[src/rtl/rng_note_seq.sv]
// LFSR random note sequencer: XNOR Fibonacci LFSR, tick divider and rejection-sampled note draws.
// Optional build macro RNG_NO_REPEAT_EN: reject a draw equal to the last accepted note.
module rng_note_seq #(
    parameter int               WIDTH     = 16,
    parameter logic [WIDTH-1:0] TAPS      = 16'hB400,
    parameter logic [WIDTH-1:0] SEED      = 16'hA455,
    parameter int               NOTE_W    = 6,
    parameter int               NUM_NOTES = 49,
    parameter int               DIV_W     = 16
) (
    input  logic              clk,
    input  logic              nrst,
    input  logic              en,
    input  logic              seed_load,
    input  logic [WIDTH-1:0]  seed_in,
    input  logic [DIV_W-1:0]  rate,
    output logic [NOTE_W-1:0] note,
    output logic              note_valid,
    input  logic              note_ready,
    output logic              overrun,
    output logic [WIDTH-1:0]  lfsr_out
);

    typedef enum logic [1:0] {COUNT, DRAW, HOLD} state_t;

    localparam logic [WIDTH-1:0]  ONES        = '1;
    localparam logic [NOTE_W:0]   NUM_NOTES_V = (NOTE_W+1)'(NUM_NOTES);

    state_t            state, state_nxt;
    logic [WIDTH-1:0]  lfsr, lfsr_nxt, lfsr_step;
    logic [DIV_W-1:0]  cnt, cnt_nxt;
    logic [NOTE_W-1:0] note_nxt, cand;
    logic              note_valid_nxt, overrun_nxt;
    logic              fb, tick, accept, cand_legal, cand_ok;

    // All-ones is the XNOR lock-up state, so it is steered back to SEED
    assign fb         = ~^(lfsr & TAPS);
    assign lfsr_step  = (lfsr == ONES) ? SEED : {lfsr[WIDTH-2:0], fb};
    assign tick       = en && (cnt == '0);
    assign accept     = note_valid && note_ready;
    assign cand       = lfsr[NOTE_W-1:0];
    assign cand_legal = {1'b0, cand} < NUM_NOTES_V;
    assign lfsr_out   = lfsr;

`ifdef RNG_NO_REPEAT_EN
    logic [NOTE_W-1:0] last_note;

    // A single legal note can never differ from itself, so the check is dropped then
    assign cand_ok = cand_legal && ((NUM_NOTES == 1) || (cand != last_note));

    always_ff @(posedge clk or negedge nrst) begin
        if (!nrst) begin
            last_note <= '0;
        end else if (accept) begin
            last_note <= note;
        end
    end
`else
    assign cand_ok = cand_legal;
`endif

    always_comb begin
        state_nxt      = state;
        lfsr_nxt       = lfsr;
        cnt_nxt        = cnt;
        note_nxt       = note;
        note_valid_nxt = note_valid;
        overrun_nxt    = overrun;
        if (seed_load) begin
            lfsr_nxt       = (seed_in == ONES) ? SEED : seed_in;
            cnt_nxt        = rate;
            state_nxt      = COUNT;
            overrun_nxt    = 1'b0;
            note_valid_nxt = 1'b0;
        end else begin
            if (en) begin
                lfsr_nxt = lfsr_step;
                cnt_nxt  = tick ? rate : cnt - DIV_W'(1);
            end
            unique case (state)
                COUNT: begin
                    if (tick) begin
                        state_nxt = DRAW;
                    end
                end
                DRAW: begin
                    // Candidate is taken from the pre-shift state; rejected ones retry next enabled cycle
                    if (en && cand_ok) begin
                        note_nxt       = cand;
                        note_valid_nxt = 1'b1;
                        state_nxt      = HOLD;
                    end
                end
                HOLD: begin
                    if (accept) begin
                        note_valid_nxt = 1'b0;
                        state_nxt      = tick ? DRAW : COUNT;
                    end else if (tick) begin
                        overrun_nxt = 1'b1;
                    end
                end
                default: begin
                    state_nxt = COUNT;
                end
            endcase
        end
    end

    always_ff @(posedge clk or negedge nrst) begin
        if (!nrst) begin
            state      <= COUNT;
            lfsr       <= SEED;
            cnt        <= '0;
            note       <= '0;
            note_valid <= 1'b0;
            overrun    <= 1'b0;
        end else begin
            state      <= state_nxt;
            lfsr       <= lfsr_nxt;
            cnt        <= cnt_nxt;
            note       <= note_nxt;
            note_valid <= note_valid_nxt;
            overrun    <= overrun_nxt;
        end
    end

endmodule
[config.mk]
export PLATFORM = sky130hd
export DESIGN_NAME = rng_note_seq
export DESIGN_NICKNAME = d
export VERILOG_FILES = /design/src/rtl/rng_note_seq.sv
export SDC_FILE = /design/constraint.sdc
export NUM_CORES = 1
export LEC_CHECK = 0
export BUFFER_PORTS_ARGS = -buffer_cell sky130_fd_sc_hd__buf_2
export CAP_MARGIN = 20
export CORE_AREA = 5 5 73 75
export CTS_CLUSTER_SIZE = 25
export DETAILED_ROUTE_END_ITERATION = 10
export DIE_AREA = 0 0 78 80
export GPL_ROUTABILITY_DRIVEN = 1
export PLACE_DENSITY_LB_ADDON = 0.3
export REMOVE_ABC_BUFFERS = 1
export SLEW_MARGIN = 20
export SYNTH_ARGS = -nofsm -noshare
export SYNTH_HDL_FRONTEND = slang
export SYNTH_SLANG_ARGS = --single-unit
[constraint.sdc]
create_clock -name clk -period 3.5 [get_ports clk]
set_input_delay 0.525 -clock clk [delete_from_list [all_inputs] [get_ports clk]]
set_output_delay 0.525 -clock clk [all_outputs]
set_load 0.005 [all_outputs]
# Word level (Yosys, flattened, before mapping)
# Index checks and enable logic that the tools add are counted.
# totals
register_bits	42
wordCells	52
output_inout_bits	24
in_bits	37
# classes
reduce_logical	14
bitwise	1
n_mux	21
addsub	1
n_lt_le_gt_ge	1
n_eq_ne	8
# ops
cell	n
2-to-1 mux 16 bit	7
== test 16 bit (second input constant)	2
zero test 16 bit	1
XNOR reduction 16 bit	1
subtractor 16 x 1 -> 16 bit (second input constant)	1
AND reduction 3 bit	4
!= test 3 bit (second input constant)	3
2-to-1 mux 1 bit	8
2-to-1 mux 2 bit	4
< comparator 6 bit (second input constant)	1
one-hot mux 2 bit (3 select lines)	1
nonzero test 2 bit	3
logical AND 1 bit	3
nonzero test 3 bit	1
== test 2 x 1 -> 1 bit (second input constant)	1
== test 2 bit (second input constant)	1
zero test 2 bit	1
!= test 2 bit (second input constant)	1
one-hot mux 1 bit (2 select lines)	1
NOT 1 bit	1

# Depth between registers and ports, before layout
# Gate-level depths: netlist of the first run.
# depth
ltp_word	6
ltp_mapped	8
ltp_nobuf	7

# Worst setup path before layout of the first run
# Ideal clock, no wire load.
# synth_path
path_type	reg-to-reg
from	register cnt[8]
to	register cnt[15]
path_stages_with_launch	5
path_slack_ns	1.065
setup_time_ns	0.126
period_less_slack_ns	2.435
arrival_time_ns	2.309
t_required_ns	3.374
n_path_buf	0
cell_sequence	dfrtp_1 -> or4_4 -> or4_4 -> or4_4 -> a311o_1
# synth_between
elab_chain_cells	5
word_cells_on_any_way	6
classes_between	1 x add/sub; 3 x mux; 2 x reduce/logical
# synth_lines
element	line_no	source
start: declaration	31	logic [DIV_W-1:0] cnt, cnt_nxt;
start signal: assignment	120	cnt <= cnt_nxt;
parallel branches: the longest is 2 deep, another holds subtractor 16 x 1 -> 16 bit	n/a	
2-to-1 mux 16 bit *	78	cnt_nxt = tick ? rate : cnt - DIV_W'(1);
2-to-1 mux 16 bit *	76	if (en) begin
2-to-1 mux 16 bit *	69	if (seed_load) begin
# Mark *: on every way between the ends. The select of a mux whose other input is x is not followed.
# A chain may end at the register's enable or synchronous reset.

# Final worst setup path of the first run
# layout_path
from	register cnt[8]
to	register cnt[3]
# layout_between
elab_chain_cells	5
# layout_lines
element	line_no	source
zero test 16 bit	39	assign tick = en && (cnt == '0);
logical AND 1 bit	39	
2-to-1 mux 16 bit	78	
2-to-1 mux 16 bit	76	
2-to-1 mux 16 bit	69	
# Every way passes these cells. The select of a mux whose other input is x is not followed.

==> results.sh, run 1 <==
export IMPL_synth_area_um2=2330
export IMPL_setup_viol=0
export IMPL_cts_sinks=42
export IMPL_viasPerCell=6.06
export IMPL_setup_tns_ns=0
export IMPL_maxSlewHeadroom_pct=37.5
export IMPL_dieArea_um2=6240
export IMPL_crit_fanout=7
export IMPL_yosys_most_used_dff="dfrtp_1"
export IMPL_grt_total_usage_pct=19.6
export IMPL_coreArea_um2=4600
export IMPL_yosys_area_top_type_share_pct=37.5
export IMPL_gp_congestion=0.884
export IMPL_tightest_slew_ns=0.937
export IMPL_die_w_um=78
export IMPL_clk_path_buf_depth=2
export IMPL_antenna_found_initial=0
export IMPL_wl_per_cell_um=16.2
export IMPL_critPathArrivalTime_ns=2.88
export IMPL_synth_most_common_cell="dfrtp_1"
export IMPL_routed_wl_mm=5.92
export IMPL_hp_class="input port to asynchronous set/reset pin"
export IMPL_fp_dieH_um=80
export IMPL_fin_area_um2=2750
export IMPL_fin_crit_sh_pct=76.8
export IMPL_cts_root_buf="clkbuf_8"
export IMPL_yosys_warnings=0
export IMPL_critPathCaptureType="flip-flop"
export IMPL_synth_cell_types=46
export IMPL_dp_hpwl_mm=4.30
export IMPL_placedCellCount=357
export IMPL_clkTransAtPathRegs_ns=0.08
export IMPL_grt_pass1_wl_mm=9.96
export IMPL_start_util_pct=50.8
export IMPL_cts_setup_buffers=0
export IMPL_gr_total_overflow=0
export IMPL_clock_latency_ns=0.30
export IMPL_nNetsFinal=350
export IMPL_postPlaceCellArea_um2=2660
export IMPL_drive_gt1_share_pct=29.3
export IMPL_area_growth_pct=17.9
export IMPL_htreeDepth=2
export IMPL_final_cell_count_no_fill=365
export IMPL_postRouteAntennaNets=0
export IMPL_maxCapViolations=0
export IMPL_layout_min_cycle_time_ns=2.69
export IMPL_drc=0
export IMPL_ys_ff_latch=42
export IMPL_hold_buffers=0
export IMPL_port_buffers=60
export IMPL_cts_tree="yes"
export IMPL_async_flop_share_pct=100
export IMPL_synth_seq_area_share_pct=45.4
export IMPL_ff2ff_path_depth=6
export IMPL_fmax_mhz=372
export IMPL_hold_slack_ns=0.355
export IMPL_final_hold_viol_count=0
export IMPL_grt_max_degree=43
export IMPL_r2r_start="cnt[8]"
export IMPL_io_pins=61
export IMPL_rsz0062_at_grt="no"
export IMPL_firstDrtPassIters=4
export IMPL_power_total_mw=1.14
export IMPL_ys_top_cells_by_count="35 x dfrtp_1, 28 x nor2_1, 25 x nand2_1"
export IMPL_rows=25
export IMPL_start_kind="flip-flop"
export IMPL_synth_top_cells_by_area="dfrtp_1 38%, dfstp_2 7.9%, nor2_1 4.5%, mux2i_1 4.3%, o21ai_0 4.3%"
export IMPL_final_max_slew_violation_count=0
export IMPL_finClkSkew_ns=0.00793
export IMPL_ir_worst_vdd_mv=0.270
export IMPL_power_density_nw_per_um2=413
export IMPL_tritoncts_num_buffers=5
export IMPL_yosys_area_top_type="dfrtp_1"
export IMPL_diodes=0
export IMPL_required_ns=3.69
export IMPL_dr_first_iter_drc_count=134
export IMPL_ctsResizeCount=0
export IMPL_status="finished clean"
export IMPL_path_class="flip-flop to flip-flop"
export IMPL_synth_edff_count=0
export IMPL_grt_pass1_vias=2146
export IMPL_timing_rr_end="cnt[3]"
export IMPL_syn_area_per_cell_um2=9.16
export IMPL_p_leak_nw=1.26
export IMPL_r2r_slack_ns=0.81
export IMPL_via_count=2212
export IMPL_syn_inst=255
==> kinds of logic (layout without fill, tap and decap cells) <==
logic type      count (synthesis)  after routing  share of synthesized area [%]
compound gates                 56             56                           16.0
flops                          42             42                           45.4
fa+ha+maj                       3              3                           1.61
xor+xnor                        2              2                          0.750
buf+inv                        23             79                           3.86
simple gates                  113            113                           25.2
mux                            16             16                           7.18
==> worst max-delay path: stages, from the launching register on <==
cell	delay (ns)
dfrtp_1	0.43
or4_4	0.56
or4_4	0.56
o21ai_1	0.40
buf_4	0.24
nor4_1	0.06
a311o_1	0.31
==> placed cells by master, fill, tap and decap left out, types with 6 or more instances in the layout <==
| cell | netlist | routed |
|---|---|---|
| clkbuf_8 | 0 | 6 |
| mux2_2 | 6 | 6 |
| nand3_1 | 11 | 11 |
| a221oi_1 | 10 | 10 |
| nor4_1 | 10 | 10 |
| nand2_1 | 25 | 25 |
| inv_1 | 9 | 9 |
| nand4_1 | 9 | 9 |
| dfrtp_1 | 35 | 35 |
| mux2i_1 | 10 | 10 |
| o21ai_0 | 20 | 20 |
| buf_2 | 3 | 60 |
| dfstp_2 | 7 | 7 |
| nor2_1 | 28 | 28 |
==> per-layer routing <==
metal,GRT usage (%),vias to the layer above,share of wire [%]
met5,0,-,0
met4,5.91,0,1.3
met3,4.85,10,5.8
met2,33.1,62,49
met1,24.9,1088,44
li1,-,1052,-
==> state kept, by name (all words and copies together), names as in the netlist <==
| name | flops |
|---|---|
| note | 6 |
| state | 2 |
| note_valid | 1 |
| lfsr_out | 16 |
| overrun | 1 |
| cnt | 16 |
==> per-stage QoR <==
stage / worst slack, ns / util [%]
6_report: 0.812 / 59.9
5_1_grt: 0.735 / 59.9
4_1_cts: 0.828 / 59.9
3_5_place_dp: 0.847 / 57.9
3_3_place_gp: 0.928 / 57.9
2_1_floorplan: 0.993 / -
==> cell type report <==
class / count / area (µm²)
Fill cell: 432 / 1850
Clock inverter: 1 / 5.00
Multi-Input combinational cell: 190 / 1180
Clock buffer: 7 / 86.3
Sequential cell: 42 / 1060
Tap cell: 54 / 67.6
Timing Repair Buffer: 62 / 315
Inverter: 9 / 33.8
==> power breakdown <==
| part | internal, mW | switching, mW |
|---|---|---|
| sequential | 0.540 | 0.0599 |
| clock | 0.159 | 0.167 |
| combinational | 0.0979 | 0.113 |
| total | 0.797 | 0.340 |
==> how the worst max path moves through the flow <==
| stage | start | end | slack (ns) | depth (start not counted) |
|---|---|---|---|---|
| after floorplan | cnt[8] | cnt[15] | 0.99 | 5 |
| after global placement | cnt[8] | cnt[15] | 0.93 | 6 |
| after detailed placement | cnt[8] | cnt[3] | 0.85 | 6 |
| after CTS | cnt[8] | cnt[3] | 0.83 | 6 |
| after global routing | cnt[8] | cnt[3] | 0.74 | 6 |
| final | cnt[8] | cnt[3] | 0.81 | 6 |
No activity file was read; power rests on OpenSTA's default activity.
==> run 2, diff against run 1 <==
ABC_AREA = 1   (was unset)
CORE_AREA = 5 5 81 83   (was 5 5 73 75)
DIE_AREA = 0 0 86 88   (was 0 0 78 80)
clock period = 2.17 ns   (was 3.5 ns; I/O delays follow)
==> run 2 against run 1 <==
Effect of this change:
- count of clock-buffer cells in the layout fell by 2
- via count is 23% higher
- critical path type unchanged
- clock skew fell by 0.0027 ns
- synthesized cell count up 58%
- first-iteration DRC count rose by 30%
- core utilization is 4.8 points lower
- largest cell class unchanged
- clock power rose by 88%
- sequential power rose by 65%
- combinational power increased by 110%
- cell area grew 16%
- critical path depth increased by 6
- worst setup slack lost 0.36 ns
==> results.sh, run 2 <==
export IMPL_clk_path_buf_depth=2
export IMPL_clock_latency_ns=0.29
export IMPL_syn_area_per_cell_um2=6.69
export IMPL_final_hold_viol_count=0
export IMPL_async_flop_share_pct=100
export IMPL_critPathArrivalTime_ns=1.95
export IMPL_ff2ff_path_depth=12
export IMPL_maxSlewHeadroom_pct=64.6
export IMPL_yosys_most_used_dff="dfrtp_1"
export IMPL_io_pins=61
export IMPL_via_count=2724
export IMPL_tritoncts_num_buffers=5
export IMPL_dr_first_iter_drc_count=174
export IMPL_synth_top_cells_by_area="dfrtp_1 32%, nand2_1 23%, nand3_1 7.2%, dfstp_2 6.8%, nor2_1 5.6%"
export IMPL_ys_top_cells_by_count="167 x nand2_1, 40 x nor2_1, 39 x nand3_1"
export IMPL_yosys_warnings=0
export IMPL_gr_total_overflow=0
export IMPL_path_class="flip-flop to flip-flop"
export IMPL_grt_pass1_wl_mm=11.8
export IMPL_wl_per_cell_um=12.5
export IMPL_synth_edff_count=0
export IMPL_gp_congestion=0.864
export IMPL_synth_most_common_cell="nand2_1"
export IMPL_fp_dieH_um=88
export IMPL_rows=28
export IMPL_cts_root_buf="clkbuf_8"
export IMPL_htreeDepth=2
export IMPL_grt_total_usage_pct=19.1
export IMPL_final_max_slew_violation_count=0
export IMPL_ys_ff_latch=42
export IMPL_start_util_pct=46.7
export IMPL_setup_viol=0
export IMPL_fin_area_um2=3180
export IMPL_power_density_nw_per_um2=643
export IMPL_yosys_area_top_type="dfrtp_1"
export IMPL_cts_setup_buffers=0
export IMPL_viasPerCell=5.05
export IMPL_synth_seq_area_share_pct=39.3
export IMPL_yosys_area_top_type_share_pct=32.5
export IMPL_ctsResizeCount=0
export IMPL_coreArea_um2=5780
export IMPL_grt_pass1_vias=2745
export IMPL_clkTransAtPathRegs_ns=0.08
export IMPL_p_leak_nw=1.74
export IMPL_tightest_slew_ns=0.532
export IMPL_hp_class="input port to asynchronous set/reset pin"
export IMPL_synth_cell_types=28
export IMPL_hold_slack_ns=0.0943
export IMPL_finClkSkew_ns=0.00525
export IMPL_synth_area_um2=2700
export IMPL_ir_worst_vdd_mv=0.338
export IMPL_port_buffers=60
export IMPL_maxCapViolations=0
export IMPL_final_cell_mix="167 x nand2_1, 60 x buf_2, 39 x nor2_1, 39 x nand3_1, 35 x dfrtp_1"
export IMPL_layout_min_cycle_time_ns=1.72
export IMPL_status="finished clean"
export IMPL_critPathCaptureType="flip-flop"
export IMPL_setup_tns_ns=0
export IMPL_crit_fanout=19
export IMPL_postPlaceCellArea_um2=3070
export IMPL_start_kind="flip-flop"
export IMPL_final_common_cell="nand2_1"
export IMPL_final_util_pct=55.0
export IMPL_postRouteAntennaNets=0
export IMPL_grt_max_degree=43
export IMPL_fmax_mhz=583
export IMPL_area_growth_pct=17.9
export IMPL_antenna_found_initial=0
export IMPL_die_w_um=86
export IMPL_cts_sinks=42
export IMPL_rsz0062_at_grt="no"
export IMPL_nNetsFinal=503
export IMPL_drive_gt1_share_pct=19.6
export IMPL_drc=0
export IMPL_dp_hpwl_mm=4.91
export IMPL_required_ns=2.40
export IMPL_cts_tree="yes"
export IMPL_diodes=0
export IMPL_fin_crit_sh_pct=79.1
export IMPL_firstDrtPassIters=4
export IMPL_syn_inst=403
export IMPL_dieArea_um2=7570
export IMPL_hold_buffers=0
export IMPL_routed_wl_mm=6.71
-- run 2: changes by cell type in the layout (fill, tap and decap cells not counted), sizes merged, moves of 10 or more --
| cell | change |
|---|---|
| a221oi | -10 |
| inv | +27 |
| mux2i | -10 |
| nand2 | +144 |
| nand3 | +29 |
| nor2 | +15 |
| nor4 | -10 |
-- run 2: power by group --
group	leakage (nW)	switching, mW	internal (mW)
sequential	0.511	0.111	0.881
clock	0.0579	0.274	0.339
combinational	1.17	0.251	0.189
-- run 2: per-layer routing --
layer / share of wire [%] / track usage, % / wire [µm]
met2: 50 / 33.6 / 3330
met1: 44 / 23.5 / 2930
met5: 0 / 0 / 0
met4: 1.0 / 6.62 / 68
met3: 5.7 / 3.67 / 383
-- run 2: critical path: stages, from the launching register on --
cell and delay, ns:
dfrtp_1 0.38, inv_1 0.14, ha_1 0.17, nand2_1 0.05
inv_1 0.04, nand2_1 0.04, nor2_1 0.20, nand2_4 0.14
nand2_8 0.15, inv_2 0.12, nand2_1 0.07, nand3_1 0.07
nand2_1 0.07
-- run 2: logic make-up after synthesis --
kind of cell / count (synthesis) / share of synthesized area [%]
AOI/OAI and AO/OA: 33 / 7.37
xor gates and xnor gates: 4 / 1.30
adders and majority gates: 3 / 1.39
buffers and inverters: 48 / 7.19
DFF: 42 / 39.3
and+or+nand+nor: 273 / 43.5
-- run 2: worst paths after layout --
| check | from | to | slack (ns) |
|---|---|---|---|
| hold / removal | nrst | cnt[14] | 0.09 |
| min in group clk | seed_in[10] | lfsr_out[10] | 0.30 |
| max in group asynchronous | nrst | lfsr_out[13] | 1.70 |
| setup / recovery | cnt[0] | cnt[10] | 0.45 |
| hold reg to reg | note[2] | note[2] | 0.47 |
| setup reg to reg | cnt[0] | cnt[10] | 0.45 |
-- run 2: per-stage QoR --
step / std cells / setup slack [ns] / power, mW
final: 539 / 0.454 / 2.05
after global routing: 539 / 0.279 / 2.18
after CTS: 539 / 0.434 / 2.07
after detailed placement: 531 / 0.468 / 1.45
after global placement: 531 / 0.544 / 1.43
after floorplan: 391 / -0.469 / 1.26
-- run 2: area by class of cell --
type / count / area [µm²]
multi-input cells: 313 / 1450
well taps: 75 / 93.8
fillers: 612 / 2600
clock buffers: 5 / 68.8
flip-flops and latches: 42 / 1060
inverters: 36 / 135
repair buffers: 65 / 338
clock inverters: 3 / 40.0
